File: src/rtl/lcd_pkg.sv
// Shared definitions for the ST7789 LCD path: word layout, writer FSM states
// and the command opcodes used by the init/draw sequencers.
package lcd_pkg;

  localparam int LCD_WORD_W = 9;
  localparam int DC_BIT     = 8;

  typedef enum logic [2:0] {
    ST_IDLE  = 3'd0,
    ST_LATCH = 3'd1,
    ST_SHIFT = 3'd2,
    ST_DONE  = 3'd3,
    ST_GAP   = 3'd4
  } lcd_state_t;

  localparam logic [7:0] CMD_SWRESET = 8'h01;
  localparam logic [7:0] CMD_SLPOUT  = 8'h11;
  localparam logic [7:0] CMD_DISPON  = 8'h29;
  localparam logic [7:0] CMD_CASET   = 8'h2A;
  localparam logic [7:0] CMD_RASET   = 8'h2B;
  localparam logic [7:0] CMD_RAMWR   = 8'h2C;
  localparam logic [7:0] CMD_MADCTL  = 8'h36;
  localparam logic [7:0] CMD_COLMOD  = 8'h3A;

  function automatic logic [LCD_WORD_W-1:0] lcd_word(input logic is_data, input logic [7:0] value);
    return {is_data, value};
  endfunction

endpackage

File: src/rtl/lcd_spi_writer_if.sv
// Sequencer-to-writer handshake plus the panel pins driven by the writer.
interface lcd_spi_writer_if;
  import lcd_pkg::*;

  logic                  en_write;
  logic [LCD_WORD_W-1:0] data;
  logic                  wr_done;
  logic                  busy;
  logic                  lcd_sclk;
  logic                  lcd_mosi;
  logic                  lcd_dc;
  logic                  lcd_cs;

  modport master (
    output en_write, data,
    input  wr_done, busy, lcd_sclk, lcd_mosi, lcd_dc, lcd_cs
  );

  modport slave (
    input  en_write, data,
    output wr_done, busy, lcd_sclk, lcd_mosi, lcd_dc, lcd_cs
  );

endinterface

File: src/rtl/lcd_sclk_div.sv
// Half-period tick generator: tick is high on the last system cycle of each
// SCLK half-period while enabled.
module lcd_sclk_div #(
  parameter int DIV = 2
) (
  input  logic clk,
  input  logic rst,
  input  logic enable,
  input  logic clear,
  output logic tick
);

  localparam int CNT_W = (DIV > 1) ? $clog2(DIV) : 1;
  localparam logic [CNT_W-1:0] TERM = CNT_W'(DIV - 1);

  logic [CNT_W-1:0] cnt_r;

  // half-period counter, stops at TERM and restarts
  always_ff @(posedge clk) begin
    if (rst) begin
      cnt_r <= '0;
    end else if (clear) begin
      cnt_r <= '0;
    end else if (enable) begin
      if (cnt_r == TERM) begin
        cnt_r <= '0;
      end else begin
        cnt_r <= cnt_r + CNT_W'(1'b1);
      end
    end else begin
      cnt_r <= cnt_r;
    end
  end

  assign tick = enable && (cnt_r == TERM);

endmodule

File: src/rtl/lcd_spi_writer.sv
// 4-wire SPI byte transmitter for the ST7789 panel: shifts {dc, byte} out MSB
// first and pulses wr_done once per byte.
module lcd_spi_writer
  import lcd_pkg::*;
#(
  parameter int SCLK_DIV    = 2,
  parameter int GAP_CYCLES  = 3,
  parameter int CS_PER_BYTE = 1
) (
  input  logic              sys_clk_50MHz,
  input  logic              sys_rst,
  lcd_spi_writer_if.slave   bus
);

  localparam int GAP_W = $clog2(GAP_CYCLES + 1);
  localparam logic [GAP_W-1:0] GAP_TERM = GAP_W'(GAP_CYCLES - 1);
  localparam bit CHAIN = (CS_PER_BYTE == 0) ? 1'b1 : 1'b0;

  lcd_state_t       state_r;
  logic [7:0]       shift_r;
  logic [2:0]       bit_cnt_r;
  logic [GAP_W-1:0] gap_cnt_r;
  logic             high_phase_r;
  logic             wr_done_r;
  logic             busy_r;
  logic             sclk_r;
  logic             mosi_r;
  logic             dc_r;
  logic             cs_r;
  logic             tick_s;
  logic             div_en_s;
  logic             div_clr_s;

  assign div_en_s  = (state_r == ST_SHIFT);
  assign div_clr_s = (state_r == ST_LATCH);

  lcd_sclk_div #(.DIV(SCLK_DIV)) u_sclk_div (
    .clk    (sys_clk_50MHz),
    .rst    (sys_rst),
    .enable (div_en_s),
    .clear  (div_clr_s),
    .tick   (tick_s)
  );

  // writer FSM with registered panel and handshake outputs
  always_ff @(posedge sys_clk_50MHz) begin
    if (sys_rst) begin
      state_r      <= ST_IDLE;
      shift_r      <= 8'h00;
      bit_cnt_r    <= 3'd0;
      gap_cnt_r    <= '0;
      high_phase_r <= 1'b0;
      wr_done_r    <= 1'b0;
      busy_r       <= 1'b0;
      sclk_r       <= 1'b1;
      mosi_r       <= 1'b0;
      dc_r         <= 1'b0;
      cs_r         <= 1'b1;
    end else begin
      case (state_r)
        ST_IDLE: begin
          wr_done_r <= 1'b0;
          if (bus.en_write) begin
            state_r <= ST_LATCH;
          end else begin
            cs_r <= 1'b1;
          end
        end
        ST_LATCH: begin
          shift_r      <= bus.data[7:0];
          dc_r         <= bus.data[DC_BIT];
          mosi_r       <= bus.data[7];
          cs_r         <= 1'b0;
          busy_r       <= 1'b1;
          sclk_r       <= 1'b0;
          bit_cnt_r    <= 3'd7;
          high_phase_r <= 1'b0;
          state_r      <= ST_SHIFT;
        end
        ST_SHIFT: begin
          if (tick_s) begin
            if (!high_phase_r) begin
              sclk_r       <= 1'b1;
              high_phase_r <= 1'b1;
            end else if (bit_cnt_r == 3'd0) begin
              wr_done_r <= 1'b1;
              state_r   <= ST_DONE;
            end else begin
              // next bit goes out with the falling edge, so mosi never moves while sclk is high
              shift_r      <= {shift_r[6:0], 1'b0};
              mosi_r       <= shift_r[6];
              sclk_r       <= 1'b0;
              bit_cnt_r    <= bit_cnt_r - 3'd1;
              high_phase_r <= 1'b0;
            end
          end
        end
        ST_DONE: begin
          wr_done_r <= 1'b0;
          gap_cnt_r <= '0;
          if (!CHAIN || !bus.en_write) begin
            cs_r <= 1'b1;
          end
          state_r <= ST_GAP;
        end
        ST_GAP: begin
          if (gap_cnt_r == GAP_TERM) begin
            busy_r  <= 1'b0;
            state_r <= ST_IDLE;
          end else begin
            gap_cnt_r <= gap_cnt_r + GAP_W'(1'b1);
          end
        end
        default: begin
          state_r   <= ST_IDLE;
          wr_done_r <= 1'b0;
          busy_r    <= 1'b0;
          sclk_r    <= 1'b1;
          cs_r      <= 1'b1;
        end
      endcase
    end
  end

  assign bus.wr_done  = wr_done_r;
  assign bus.busy     = busy_r;
  assign bus.lcd_sclk = sclk_r;
  assign bus.lcd_mosi = mosi_r;
  assign bus.lcd_dc   = dc_r;
  assign bus.lcd_cs   = cs_r;

endmodule

File: src/flat_wrapper.sv
// flat-port wrapper written by rule: the top's interface ports become plain ports
module lcd_spi_writer_flat import lcd_pkg::*;
#(
  parameter int SCLK_DIV    = 2,
  parameter int GAP_CYCLES  = 3,
  parameter int CS_PER_BYTE = 1
)
  (sys_clk_50MHz, sys_rst, bus_en_write, bus_data, bus_wr_done, bus_busy, bus_lcd_sclk, bus_lcd_mosi, bus_lcd_dc, bus_lcd_cs);
  lcd_spi_writer_if bus_i ();
  input  logic sys_clk_50MHz;
  input  logic sys_rst;
  input wire logic [$bits(bus_i.en_write)-1:0] bus_en_write;
  input wire logic [$bits(bus_i.data)-1:0] bus_data;
  output wire logic [$bits(bus_i.wr_done)-1:0] bus_wr_done;
  output wire logic [$bits(bus_i.busy)-1:0] bus_busy;
  output wire logic [$bits(bus_i.lcd_sclk)-1:0] bus_lcd_sclk;
  output wire logic [$bits(bus_i.lcd_mosi)-1:0] bus_lcd_mosi;
  output wire logic [$bits(bus_i.lcd_dc)-1:0] bus_lcd_dc;
  output wire logic [$bits(bus_i.lcd_cs)-1:0] bus_lcd_cs;
  assign bus_i.en_write = bus_en_write;
  assign bus_i.data = bus_data;
  assign bus_wr_done = bus_i.wr_done;
  assign bus_busy = bus_i.busy;
  assign bus_lcd_sclk = bus_i.lcd_sclk;
  assign bus_lcd_mosi = bus_i.lcd_mosi;
  assign bus_lcd_dc = bus_i.lcd_dc;
  assign bus_lcd_cs = bus_i.lcd_cs;
  lcd_spi_writer #(.SCLK_DIV(SCLK_DIV), .GAP_CYCLES(GAP_CYCLES), .CS_PER_BYTE(CS_PER_BYTE)) u_core (.sys_clk_50MHz(sys_clk_50MHz), .sys_rst(sys_rst), .bus(bus_i));
endmodule
File: config.mk
export PLATFORM = sky130hd
export DESIGN_NAME = lcd_spi_writer_flat
export DESIGN_NICKNAME = d
export VERILOG_FILES = /design/src/rtl/lcd_pkg.sv /design/src/rtl/lcd_spi_writer_if.sv /design/src/rtl/lcd_sclk_div.sv /design/src/rtl/lcd_spi_writer.sv /design/src/flat_wrapper.sv
export SDC_FILE = /design/constraint.sdc
export NUM_CORES = 1
export LEC_CHECK = 0
export CORE_MARGIN = 1.5
export CORE_UTILIZATION = 55
export DETAILED_ROUTE_END_ITERATION = 6
export DONT_BUFFER_PORTS = 1
export HOLD_SLACK_MARGIN = 0.08
export PLACE_DENSITY = 0.68
export SKIP_CTS_REPAIR_TIMING = 1
export SYNTH_ARGS = -nofsm -noshare
export SYNTH_HDL_FRONTEND = slang
export SYNTH_SLANG_ARGS = --single-unit
File: constraint.sdc
create_clock -name sys_clk_50MHz -period 2.3 [get_ports sys_clk_50MHz]
set_input_delay 0.46 -clock sys_clk_50MHz [delete_from_list [all_inputs] [get_ports sys_clk_50MHz]]
set_output_delay 0.46 -clock sys_clk_50MHz [all_outputs]
set_load 0.02 [all_outputs]
; ---- Word level (Yosys, flattened, before mapping)
; Cells that the tools add are included.
[op_classes]
mul = 0
div_mod_pow = 0
add_sub_neg = 3
magnitude_cmp = 0
shift = 0
reduce_logical = 18
n_mux = 37
bitwise_logic = 4
n_eq_ne = 14
[op_table]
columns = operator, count
row1 = 2-to-1 mux 3 bit, 8
row2 = 2-to-1 mux 7 bit, 3
row3 = 2-to-1 mux 1 bit, 15
row4 = one-hot mux 3 bit (5 select lines), 1
row5 = one-hot mux 7 bit (2 select lines), 1
row6 = one-hot mux 1 bit (3 select lines), 3
row7 = != test 2 x 1 -> 1 bit (second input constant), 4
row8 = != test 2 bit (second input constant), 4
row9 = AND reduction 2 bit, 4
row10 = AND reduction 4 bit, 2
row11 = equality test 3 x 2 -> 1 bit (second input constant), 2
row12 = logical NOT 3 bit, 2
row13 = one-hot mux 1 bit (2 select lines), 3
row14 = one-hot mux 3 bit (2 select lines), 1
row15 = OR reduction 2 bit, 3
row16 = OR reduction 3 bit, 2
row17 = AND reduction 5 bit, 1
row18 = NOT 1 bit, 4
row19 = one-hot mux 2 bit (2 select lines), 1
row20 = nonzero test 2 bit, 2
row21 = equality test 3 x 1 -> 1 bit (second input constant), 1
row22 = equality test 3 bit (second input constant), 1
row23 = != test 3 bit (second input constant), 1
row24 = AND reduction 3 bit, 1
row25 = 6 further kinds, 6
[totals]
output_inout_bits = 6
mem_bits_ro = 0
elab_cells = 88
register_bits = 23
latchBits = 0
memories = 0
mem_bits_rw = 0
input_bits = 12

; ---- Depth between registers and ports, before layout
[depth]
ltp_word = 5
mapped_depth = 5
ltp_nobuf = 5

; ---- Modules after synthesis
; Synthesis repeated with hierarchy kept, for this count alone.
[hier_totals]
hier_cells = 121
area_unflattened_um2 = 1142.3
[modules_own_cells]
columns = mod, area_each_um2, cells_each, seq_area_each_um2, n_inst
row1 = lcd_spi_writer, 1096.1, 117, 440.4, 1
row2 = lcd_sclk_div, 46.3, 4, 20.0, 1

; ---- Worst setup path before layout
; Ideal clock, no wire load.
[synth_path]
path_type = register to register
from = register u_core.gap_cnt_r[0]
to = register u_core.gap_cnt_r[1]
setup_time_ns = 0.114
required_time_ns = 2.186
path_buffers = 0
setup_slack_ns = 0.804
synth_period_minus_slack_ns = 1.496
stages_incl_launch_ff = 6
t_arrival_ns = 1.382
cell_sequence = dfxtp_1 > inv_1 > ha_1 > nor4b_1 > nor2_1 > a2111oi_0
[synth_via]
elab_chain_len = 3
elab_cells_between_ends = 6
cone_classes = 1 x add/sub / 2 x eq/ne / 2 x mux / 1 x reduce/logical
[synth_lines]
columns = item, line
row1 = from (decl), lcd_spi_writer.sv:22  ; logic [GAP_W-1:0] gap_cnt_r;
row2 = from (signal assigned), lcd_spi_writer.sv:111  ; gap_cnt_r <= gap_cnt_r + GAP_W'(1'b1);
row3 = adder 2 x 1 -> 2 bit / equality test 2 bit (equally long branches), "lcd_spi_writer.sv:111, lcd_spi_writer.sv:107"
row4 = 2-to-1 mux 2 bit / != test 2 bit (equally long branches), --
row5 = one-hot mux 2 bit (2 select lines) / AND reduction 2 bit (equally long branches), --
; Parallel ways exist; a longest one is shown, timed or not. The select of a mux whose other input is x is not followed.
; A chain may end at the register's enable or synchronous reset.

; ---- Final worst setup path
[layout_path]
from = register u_core.state_r[0]
to = register u_core.shift_r[3]
[layout_via]
elab_chain_len = 4
elab_cells_between_ends = 9
cone_classes = 5 x eq/ne / 1 x mux / 3 x reduce/logical
[layout_lines]
columns = item, line
row1 = from (decl), lcd_spi_writer.sv:19  ; lcd_state_t state_r;
row2 = from (signal assigned), lcd_spi_writer.sv:48  ; state_r <= ST_IDLE;
row3 = from (signal assigned), lcd_spi_writer.sv:64  ; state_r <= ST_LATCH;
row4 = from (signal assigned), lcd_spi_writer.sv:78  ; state_r <= ST_SHIFT;
row5 = equality test 3 x 2 -> 1 bit, "lcd_spi_writer.sv:34, lcd_spi_writer.sv:60"
row6 = logical AND 1 bit, lcd_sclk_div.sv:35  ; assign tick = enable && (cnt_r == TERM);
row7 = != test 2 x 1 -> 1 bit (no source line), --
row8 = AND reduction 4 bit (no source line), --
row9 = to (signal assigned), lcd_spi_writer.sv:70  ; shift_r <= bus.data[7:0];
row10 = to (signal assigned), lcd_spi_writer.sv:90  ; shift_r <= {shift_r[6:0], 1'b0};
row11 = to (decl), lcd_spi_writer.sv:20  ; logic [7:0] shift_r;
; Parallel ways exist; a longest one is shown, timed or not.

==> metrics <==
share of cells above drive strength 1=11.5%; proportion of synthesized area in mux cells=5.96%; std cell rows=16; result of the run=complete, no violations; Mean Syn Cell Area=approximately 9 um2; clock insertion delay at the later pin of the skew report=0.30 ns; critical path endpoint=u_core.shift_r[3]; Sinks on Clock Net=23; post-detailed-route count of antenna-violating nets=0; grt total ovfl=0; Detail Placement HPWL=1730 um; maximum clock path buffer count=2; worst reg-to-reg path cell count=3; post-synthesis to final-layout area growth=4.68%; largest cells by area after synthesis=dfxtp_1 39%, mux2i_1 6.0%, a221oi_1 4.5%; Post-synth top cells=23 x dfxtp_1, 12 x nor2_1, 8 x a21oi_1, 7 x clkbuf_1, 7 x mux2i_1; total of buffers placed on input and output ports=0; height of the die=49.2 um; number of synthesized flops with an enable pin=0; Detailed Routing Iterations Pass 1=4; type of destination of the critical path=flip-flop; setup total negative slack=0 ns; critical path launch point=u_core.state_r[0]; mean number of vias per cell=6.10; compound-cell area share of the yosys netlist=20.4%; clock skew=0.000839 ns; area of the placeable core=0.00198 mm2; netlist area before placement=0.00118 mm2; adder and majority gate portion of the synthesized area=3.19%; worst hold path class=in -> reg; cell type contributing the most total cell area after synthesis=dfxtp_1; antenna violations before repair=0; pin count of the biggest net entering global routing=25; count of vias placed by the detailed router=957; TritonCTS clock tree=yes; vias in the first global route=920; Post-Synthesis Net Count=145; number of warnings printed during yosys synthesis=0; achievable frequency=564 MHz; share of the synthesized area in the top cell type=39.1%; routed len/inst=15.5 um; nets=roughly 150; setup slack on the worst flop-to-flop path=0.53 ns; number of non-filler instances in the completed layout=157; maximum capacitance violations=0; total CTS buffers=3; boundary pin count=18; gate count of the mapped netlist=130; RR Endpoint=u_core.shift_r[3]; Final Cycle Share=77.1%; launching point of the worst reg2reg path=u_core.state_r[0]; worst slew slack as a fraction of its limit=59.4%; Initial Utilization=about three fifths; setup repair after global routing missed its margin=false; first-pass GRT wire length=4170 um; proportion of synthesized chip area in sequential cells=39.1%; share of flip-flops with an asynchronous set or reset after synthesis=0%; cell with the most instances after synthesis=dfxtp_1; antenna diode count=0; register bit total from synthesis=23; dominant register cell in the synthesized netlist=dfxtp_1; overall die width=around 49 um; Critical Path Source Type=flip-flop; simple-gate share of the synthesized area=24.7%; highest ir drop seen on vdd=0.423 mV; Setup-failing EPs final=0; required time of the critical path=around 2.5 ns; unique cell type count in the Yosys netlist=42; final routed DRC violation total=0; number of levels in the clock H-tree=1; data arrival at the endpoint of the critical path=1.95 ns; Final Slew Violations=0; placed cells=153; Die Footprint=~0.0024 mm2; Worst-path clk slew=around 0.13 ns; root buffer cell=clkbuf_4; placer's final routability congestion estimate=approximately 0.8; Leakage Power=0.458 nW; Tot GR Track Use=21.8%; Least-Margin Pin Slew=0.601 ns; Post-Synth XOR/XNOR Area=0.745%; cell area power density=667 mW/mm2; endpoints failing hold=0; Min Clock Period, post-route=1.77 ns; biggest fanout along the worst timing path=10; type of the setup path with the least slack=reg -> reg; Detailed Route Iter0 Violations=19; Post-Route WL=2430 um; largest family of logic cells by synthesized area=simple AND/OR/NAND/NOR gates
[routing by layer]
metal,GRT usage [%],part of all wire [%],vias to the layer above
li1,-,-,483
met1,29.6,47,457
met2,34.9,48,15
met3,4.60,3.4,2
met4,5.71,0.54,0
met5,0,0,-
[state kept, by name, indices dropped and copies added, names as in the netlist, 2 cells and up]
| register | cells |
|---|---|
| u_core.shift_r | 7 |
| u_core.bit_cnt_r | 3 |
| u_core.state_r | 3 |
| u_core.gap_cnt_r | 2 |
[stage by stage]
step | cell area (um2) | util (%) | setup WS, ns | total power, mW | hold WS (ns)
after floorplan | 1180 | - | 0.804 | 0.605 | 0.448
after global placement | 1200 | 60.8 | 0.575 | 0.634 | 0.462
after detailed placement | 1200 | 60.8 | 0.545 | 0.641 | 0.468
after CTS | 1230 | 62.1 | 0.513 | 0.824 | 0.198
after global routing | 1230 | 62.1 | 0.313 | 0.866 | 0.181
final | 1230 | 62.1 | 0.526 | 0.821 | 0.205
[worst min-delay path by stage]
stage	cells after the start	start	slack, ns	end
3_3_place_gp	2	u_core.shift_r[5]	0.46	u_core.shift_r[6]
4_1_cts	1	sys_rst	0.20	u_core.bus.lcd_dc
3_5_place_dp	2	u_core.shift_r[0]	0.47	u_core.shift_r[0]
2_1_floorplan	2	u_core.shift_r[0]	0.45	u_core.shift_r[0]
6_report	1	sys_rst	0.21	u_core.u_sclk_div.cnt_r
5_1_grt	1	sys_rst	0.18	u_core.bus.lcd_dc
[critical path, stage by stage (launching register included)]
cell,delay [ns]
dfxtp_1,0.42
or3b_1,0.63
o31ai_4,0.44
a221oi_1,0.16
[kinds of logic (layout without fill, tap and decap cells)]
family,Yosys count,count (layout)
AO/OA/AOI/OAI,31,31
buffers and inverters,15,15
multiplexers,7,7
AND/OR/NAND/NOR,50,50
XOR/XNOR,1,1
flip-flops,23,23
adder cells (fa/ha/maj),3,3
[where the power goes]
group	switching (mW)	internal, mW	leakage, nW
clock	0.121	0.0675	0.0150
sequential	0.0393	0.432	0.188
combinational	0.0891	0.0721	0.255
[cell type report]
type / instances / area [um2]
inverter: 5 / 18.8
fill: 189 / 751
clock buffer: 4 / 26.3
tap: 27 / 33.8
timing repair buffer: 6 / 45.0
multi-input combinational: 92 / 647
sequential: 23 / 460
[layout by cell type, fill, tap and decap left out, types with 2 or more instances in the layout]
cell type  instances
nor3b_1            2
nor3_1             3
inv_1              5
mux2i_1            7
o21bai_1           2
buf_4              6
or3b_2             2
and4_1             2
nor2b_1            2
a2111oi_0          3
nand2b_1           4
nor4_1             2
nand4_1            2
nand2_1            6
nor2_1            12
nand3_1            4
a21oi_1            8
clkbuf_4           3
nand3b_1           2
dfxtp_1           23
a221oi_1           6
ha_1               3
a211oi_1           2
o311ai_0           2
Note: power is estimated with default switching activity, not from simulation.
